`src/rtl/issue_queue_ctrl.sv`:
```
// Issue-queue controller: in-order dispatch allocation, oldest-first issue
// across several execution units, pairwise age matrix, flush and occupancy.
module issue_queue_ctrl #(
    parameter  int DEPTH = 4,
    parameter  int NLOAD = 2,
    parameter  int NEXE  = 2,
    localparam int CW    = $clog2(DEPTH + 1)
) (
    input  logic                     clock,
    input  logic                     reset,
    input  logic [NLOAD-1:0]         iqLoads,
    input  logic [NEXE-1:0]          exeReady,
    input  logic [DEPTH-1:0]         opsReady,
    input  logic [DEPTH-1:0]         flush,
    input  logic                     flushAll,
    output logic [DEPTH*NLOAD-1:0]   load,
    output logic [NLOAD-1:0]         loadAck,
    output logic [NEXE*DEPTH-1:0]    issue,
    output logic [DEPTH-1:0]         valid,
    output logic [CW-1:0]            count
);

    localparam int PW = (NLOAD > 1) ? $clog2(NLOAD) : 1;

    logic [DEPTH-1:0]       r_valid;
    logic [DEPTH-1:0]       r_older [DEPTH];
    logic [CW-1:0]          r_count;

    logic [DEPTH*NLOAD-1:0] w_load;
    logic [NLOAD-1:0]       w_ack;
    logic [DEPTH-1:0]       w_taken;
    logic [PW-1:0]          w_ldport [DEPTH];
    logic [DEPTH-1:0]       w_cand;
    logic [CW-1:0]          w_crank [DEPTH];
    logic [CW-1:0]          w_urank [NEXE];
    logic [NEXE*DEPTH-1:0]  w_issue;
    logic [DEPTH-1:0]       w_issued;
    logic [DEPTH-1:0]       w_nv;
    logic [DEPTH-1:0]       w_older_nx [DEPTH];
    logic [CW-1:0]          w_count_nx;

    // Each requesting port, in port order, claims the lowest free entry left.
    always_comb begin
        w_load  = '0;
        w_ack   = '0;
        w_taken = '0;
        for (int p = 0; p < NLOAD; p++) begin
            for (int i = 0; i < DEPTH; i++) begin
                if (iqLoads[p] && !w_ack[p] && !r_valid[i] && !w_taken[i]) begin
                    w_load[i*NLOAD+p] = 1'b1;
                    w_ack[p]          = 1'b1;
                    w_taken[i]        = 1'b1;
                end
            end
        end
    end

    always_comb begin
        for (int i = 0; i < DEPTH; i++) begin
            w_ldport[i] = '0;
            for (int p = 0; p < NLOAD; p++) begin
                if (w_load[i*NLOAD+p]) begin
                    w_ldport[i] = PW'(p);
                end
            end
        end
    end

    // Candidate rank = number of older candidates; unit rank = ready units below.
    always_comb begin
        w_cand = r_valid & opsReady;
        for (int i = 0; i < DEPTH; i++) begin
            w_crank[i] = '0;
            for (int j = 0; j < DEPTH; j++) begin
                if (j != i && w_cand[j] && r_older[j][i]) begin
                    w_crank[i] = w_crank[i] + CW'(1);
                end
            end
        end
        for (int k = 0; k < NEXE; k++) begin
            w_urank[k] = '0;
            for (int kk = 0; kk < k; kk++) begin
                if (exeReady[kk]) begin
                    w_urank[k] = w_urank[k] + CW'(1);
                end
            end
        end
        w_issue  = '0;
        w_issued = '0;
        for (int k = 0; k < NEXE; k++) begin
            for (int i = 0; i < DEPTH; i++) begin
                if (exeReady[k] && w_cand[i] && w_urank[k] == w_crank[i]) begin
                    w_issue[k*DEPTH+i] = 1'b1;
                    w_issued[i]        = 1'b1;
                end
            end
        end
    end

    assign w_nv = ~flush & {DEPTH{~flushAll}}
                & ((r_valid & ~w_issued) | w_taken);

    always_comb begin
        w_count_nx = '0;
        for (int i = 0; i < DEPTH; i++) begin
            w_count_nx = w_count_nx + CW'(w_nv[i]);
        end
    end

    // Survivors keep their order and are older than anything loaded now.
    always_comb begin
        for (int i = 0; i < DEPTH; i++) begin
            w_older_nx[i] = '0;
            for (int j = 0; j < DEPTH; j++) begin
                if (i != j && w_nv[i] && w_nv[j]) begin
                    if (!w_taken[i] && !w_taken[j]) begin
                        w_older_nx[i][j] = r_older[i][j];
                    end else if (!w_taken[i]) begin
                        w_older_nx[i][j] = 1'b1;
                    end else if (!w_taken[j]) begin
                        w_older_nx[i][j] = 1'b0;
                    end else begin
                        w_older_nx[i][j] = w_ldport[i] < w_ldport[j];
                    end
                end
            end
        end
    end

    always_ff @(posedge clock or posedge reset) begin
        if (reset) begin
            r_valid <= '0;
            r_count <= '0;
            for (int i = 0; i < DEPTH; i++) begin
                r_older[i] <= '0;
            end
        end else begin
            r_valid <= w_nv;
            r_count <= w_count_nx;
            for (int i = 0; i < DEPTH; i++) begin
                r_older[i] <= w_older_nx[i];
            end
        end
    end

    assign load    = w_load;
    assign loadAck = w_ack;
    assign issue   = w_issue;
    assign valid   = r_valid;
    assign count   = r_count;

    // Age matrix must stay a strict total order over the valid entries.
    always @(posedge clock) begin
        if (!reset) begin
            assert (32'(r_count) == $countones(r_valid));
            for (int i = 0; i < DEPTH; i++) begin
                assert (!r_older[i][i]);
                for (int j = 0; j < DEPTH; j++) begin
                    if (i != j) begin
                        assert (!r_older[i][j] || (r_valid[i] && r_valid[j]));
                        if (r_valid[i] && r_valid[j]) begin
                            assert (r_older[i][j] ^ r_older[j][i]);
                        end
                        for (int k = 0; k < DEPTH; k++) begin
                            if (k != i && k != j) begin
                                assert (!(r_older[i][j] && r_older[j][k])
                                        || r_older[i][k]);
                            end
                        end
                    end
                end
            end
        end
    end

endmodule

```
`config.mk`:
```
export PLATFORM = sky130hd
export DESIGN_NAME = issue_queue_ctrl
export DESIGN_NICKNAME = d
export VERILOG_FILES = /design/src/rtl/issue_queue_ctrl.sv
export SDC_FILE = /design/constraint.sdc
export NUM_CORES = 1
export LEC_CHECK = 0
export BUFFER_PORTS_ARGS = -buffer_cell sky130_fd_sc_hd__buf_2
export CORE_ASPECT_RATIO = 0.8
export CORE_MARGIN = 8
export CORE_UTILIZATION = 40
export CTS_BUF_LIST = sky130_fd_sc_hd__clkbuf_8 sky130_fd_sc_hd__clkbuf_16
export DETAILED_ROUTE_END_ITERATION = 6
export REMOVE_ABC_BUFFERS = 1
export SKIP_CTS_REPAIR_TIMING = 1
export SYNTH_ARGS = -nofsm -noshare
export SYNTH_HDL_FRONTEND = slang
export SYNTH_SLANG_ARGS = --single-unit
```
`constraint.sdc`:
```
create_clock -name clock -period 6.8 [get_ports clock]
set_input_delay 2.04 -clock clock [delete_from_list [all_inputs] [get_ports clock]]
set_output_delay 2.04 -clock clock [all_outputs]
set_load 0.02 [all_outputs]
```
==> impl_results.md <==
- Synthesized flop and latch total: 19
- Crit path capture type: output port
- Setup Skew: 2.98 ps
- Vias: between 1.5k and 2k
- Total routed wirelength: approximately 4.2 mm
- Reg-to-reg slack, setup: 3460 ps
- Fmax: approximately 170 MHz
- Htree depth: 1
- Fill cells: 415
- Total core area: 3800 sq um
- Ys flop type: dfrtp_1
- CP startpoint kind: input port
- Worst-Skew Late Latency: 250 ps
- Remaining DRCs: 0
- All-layer global routing usage: between 10% and 20%
- Synth Instances: 190
- Post-synth EDFFs: 0
- # clock sinks: 19
- Routed WL per cell: ~15 um
- Count of cell types in the netlist: 49
- Final Power: 0.000243 W
- Largest area contributor in the netlist: dfrtp_1
- Outcome: completed
- Total grt overflow: 0
- Worst Reg2Reg Path Length in Cells: 9
- GPL Wtd Cong: 0.824
- Hpwl dp: around 3.3 mm
- Detail Route Antenna Nets: 0
- End point of the worst hold path: r_older[5]
- Chip height: 72.5 um
- Drt pass-1 iters: 4
- Clk buf depth: 2
- Initial antenna violation count: 0
- Vias in the first global route: 1495
- Reg2reg end: count[1]
- Clock share of power: 31.0%
- Root Driver: clkbuf_8
- Worst r2r src: valid[0]
- Nets@finish: 253
- Int Pwr: around 0.00017 W
- TritonCTS Buffers: 3
- Reg clk slew, reported paths: 70 ps
- Vias/cell: 5.48
- Seq pwr share: 49.2%
- TNS Setup: 0 ps
- Peak VDD IR: 0.000135 V
- Area post-placement: 1820 sq um
- Crit path DAT: 3750 ps
- Antenna diodes: 0
- Hold path depth: 2
- Hold path start: r_older[5]
- Final hold slack: 545 ps
- Comb pwr share: between 15 and 20%
- Initial detailed-routing violation count: between 100 and 150
- Largest net degree at the start of global routing: 22
- Buffers on Ports: 39
- I/O pin count: 40
- Fin. max-slew vios: 0
- CP max FO: 6
- Mapped cell area: 1590 sq um
- Cell Count, Final, Fillers Out: 280
- CTS tree: done
- Starting Density: 41.9%
- Worst setup path class: input port to output port
- Leak: about 1 nW
- Synth top area share: roughly 30%
- Slew HR: a little over half
- Post-synth ARST share: 100%
- Post-synthesis sequential area ratio: 29.8%
- Placed Instances: 276
- Max-Cap Viols: 0
- Final hold violations: 0
- First-pass GRT wire length: approximately 7.3 mm
- Avg Cell Area, Syn: ~8.4 sq um
- Final critical-path share of the clock period: 85.2%
- Switching power share of the total: 29.4%
- Reg area: between 400 and 500 sq um
- RSZ-0062 raised after global routing: no
- DIE AREA: 6270 sq um
- HP Class: register to register
- YS warnings: 0
- Worst EP required: between 4000 and 5000 ps
- Ranking of synthesized cells by area: dfrtp_1 30%, ha_1 8.6%, inv_1 4.7%
- Final setup viols: 0
- Pwr per Cell Area: 130 nW/um^2
- Placement row count: 20
- Fraction of layout cells with a size suffix above 1: between 20% and 30%
- Fin area: ~1900 sq um
- Worst-margin pin slew: 702 ps
- Net Sw Power: 0.0000712 W
- DIE WIDTH: 86.6 um
- Synth-to-Final Area Change: 17.0%
- Crit path time final: 5790 ps
- Area of the multi-input gates: 1000 sq um
==> worst max-delay path, stage by stage <==
cell	delay, ps
buf_2	110
nand3_1	110
ha_1	440
and4b_1	260
a2111oi_2	430
nor2_1	90
nor2_1	110
buf_2	170
==> cells in the mapped netlist, drive strengths merged, types with 4 or more instances <==
master	n
dfrtp	19
a2111oi	4
nor4	4
a21oi	10
nor3	15
nor2b	5
xnor2	5
inv	21
o21ai	6
nor2	16
nand2	9
a211oi	4
buf	7
ha	11
nand3	12
==> state kept, by name, summed over array words and instances (netlist names) <==
name	cells
valid	4
r_older	12
count	3
==> cell usage in the layout, fill, tap and decap left out, drive strengths merged, types with 3 or more instances in the layout <==
cell     Yosys  final
inv         21     22
a31oi        3      3
a2111oi      4      4
and3         3      3
a211oi       4      4
ha          11     11
and4b        3      3
xnor2        5      5
or2          3      3
clkbuf       1      3
nand2        9      9
nor3        15     15
a21boi       3      3
nor2b        5      5
o21ai        6      6
nor4         4      4
nand3       12     12
dfrtp       19     19
a21oi       10     10
nor2        16     16
buf          7     39
==> routing by layer <==
metal  share of wire [%]  vias to the layer above  track usage, %
met5                   0                        -               0
met4                0.33                        0            2.48
met3                 7.0                        2            2.82
met2                  46                       53            23.1
met1                  47                      725            18.9
li1                    -                      753               -
==> through the flow <==
step           util, %  setup WS (ps)
3_5_place_dp      47.8           1020
6_report          49.0           1010
5_1_grt           49.0            822
4_1_cts           49.0           1020
3_3_place_gp      47.8           1060
2_1_floorplan        -           1200
==> kinds of logic (layout without fill, tap and decap cells) <==
group                      count (synthesis)  after routing  share of synthesized area (%)
AOI/OAI and AO/OA                         41             41                           20.6
DFF                                       19             19                           29.8
buffers and inverters                     29             64                           7.38
and+or+nand+nor                           81             81                           27.8
adders and majority gates                 14             14                           11.1
xor gates and xnor gates                   6              6                           3.30
==> how the worst max path moves through the flow <==
stage                      from    endpoint  slack (ps)  depth (start not counted)
floorplan            iqLoads[0]  loadAck[1]        1200                          3
global placement    opsReady[0]    issue[6]        1060                          8
detailed placement  opsReady[0]    issue[6]        1020                          8
CTS                 opsReady[0]    issue[6]        1020                          8
global route        opsReady[0]    issue[6]         820                          8
finish              opsReady[0]    issue[6]        1010                          8
==> power by group through the flow <==
stage                     Combinational (W)  Sequential, W  Clock [W]
final                             0.0000482       0.000119  0.0000751
after global routing              0.0000539       0.000120  0.0000840
after CTS                         0.0000489       0.000119  0.0000771
after detailed placement          0.0000487       0.000121          0
after global placement            0.0000486       0.000121          0
after floorplan                   0.0000272       0.000122          0
==> cell type report <==
cell class / instances / area share [%]
clock inverters: 1 / 0.201
multi-input cells: 142 / 53.7
repair buffers: 39 / 10.5
well taps: 55 / 3.69
flip-flops and latches: 19 / 25.5
inverters: 21 / 4.23
clock buffers: 3 / 2.21
Power figures use the tool's default switching activity.
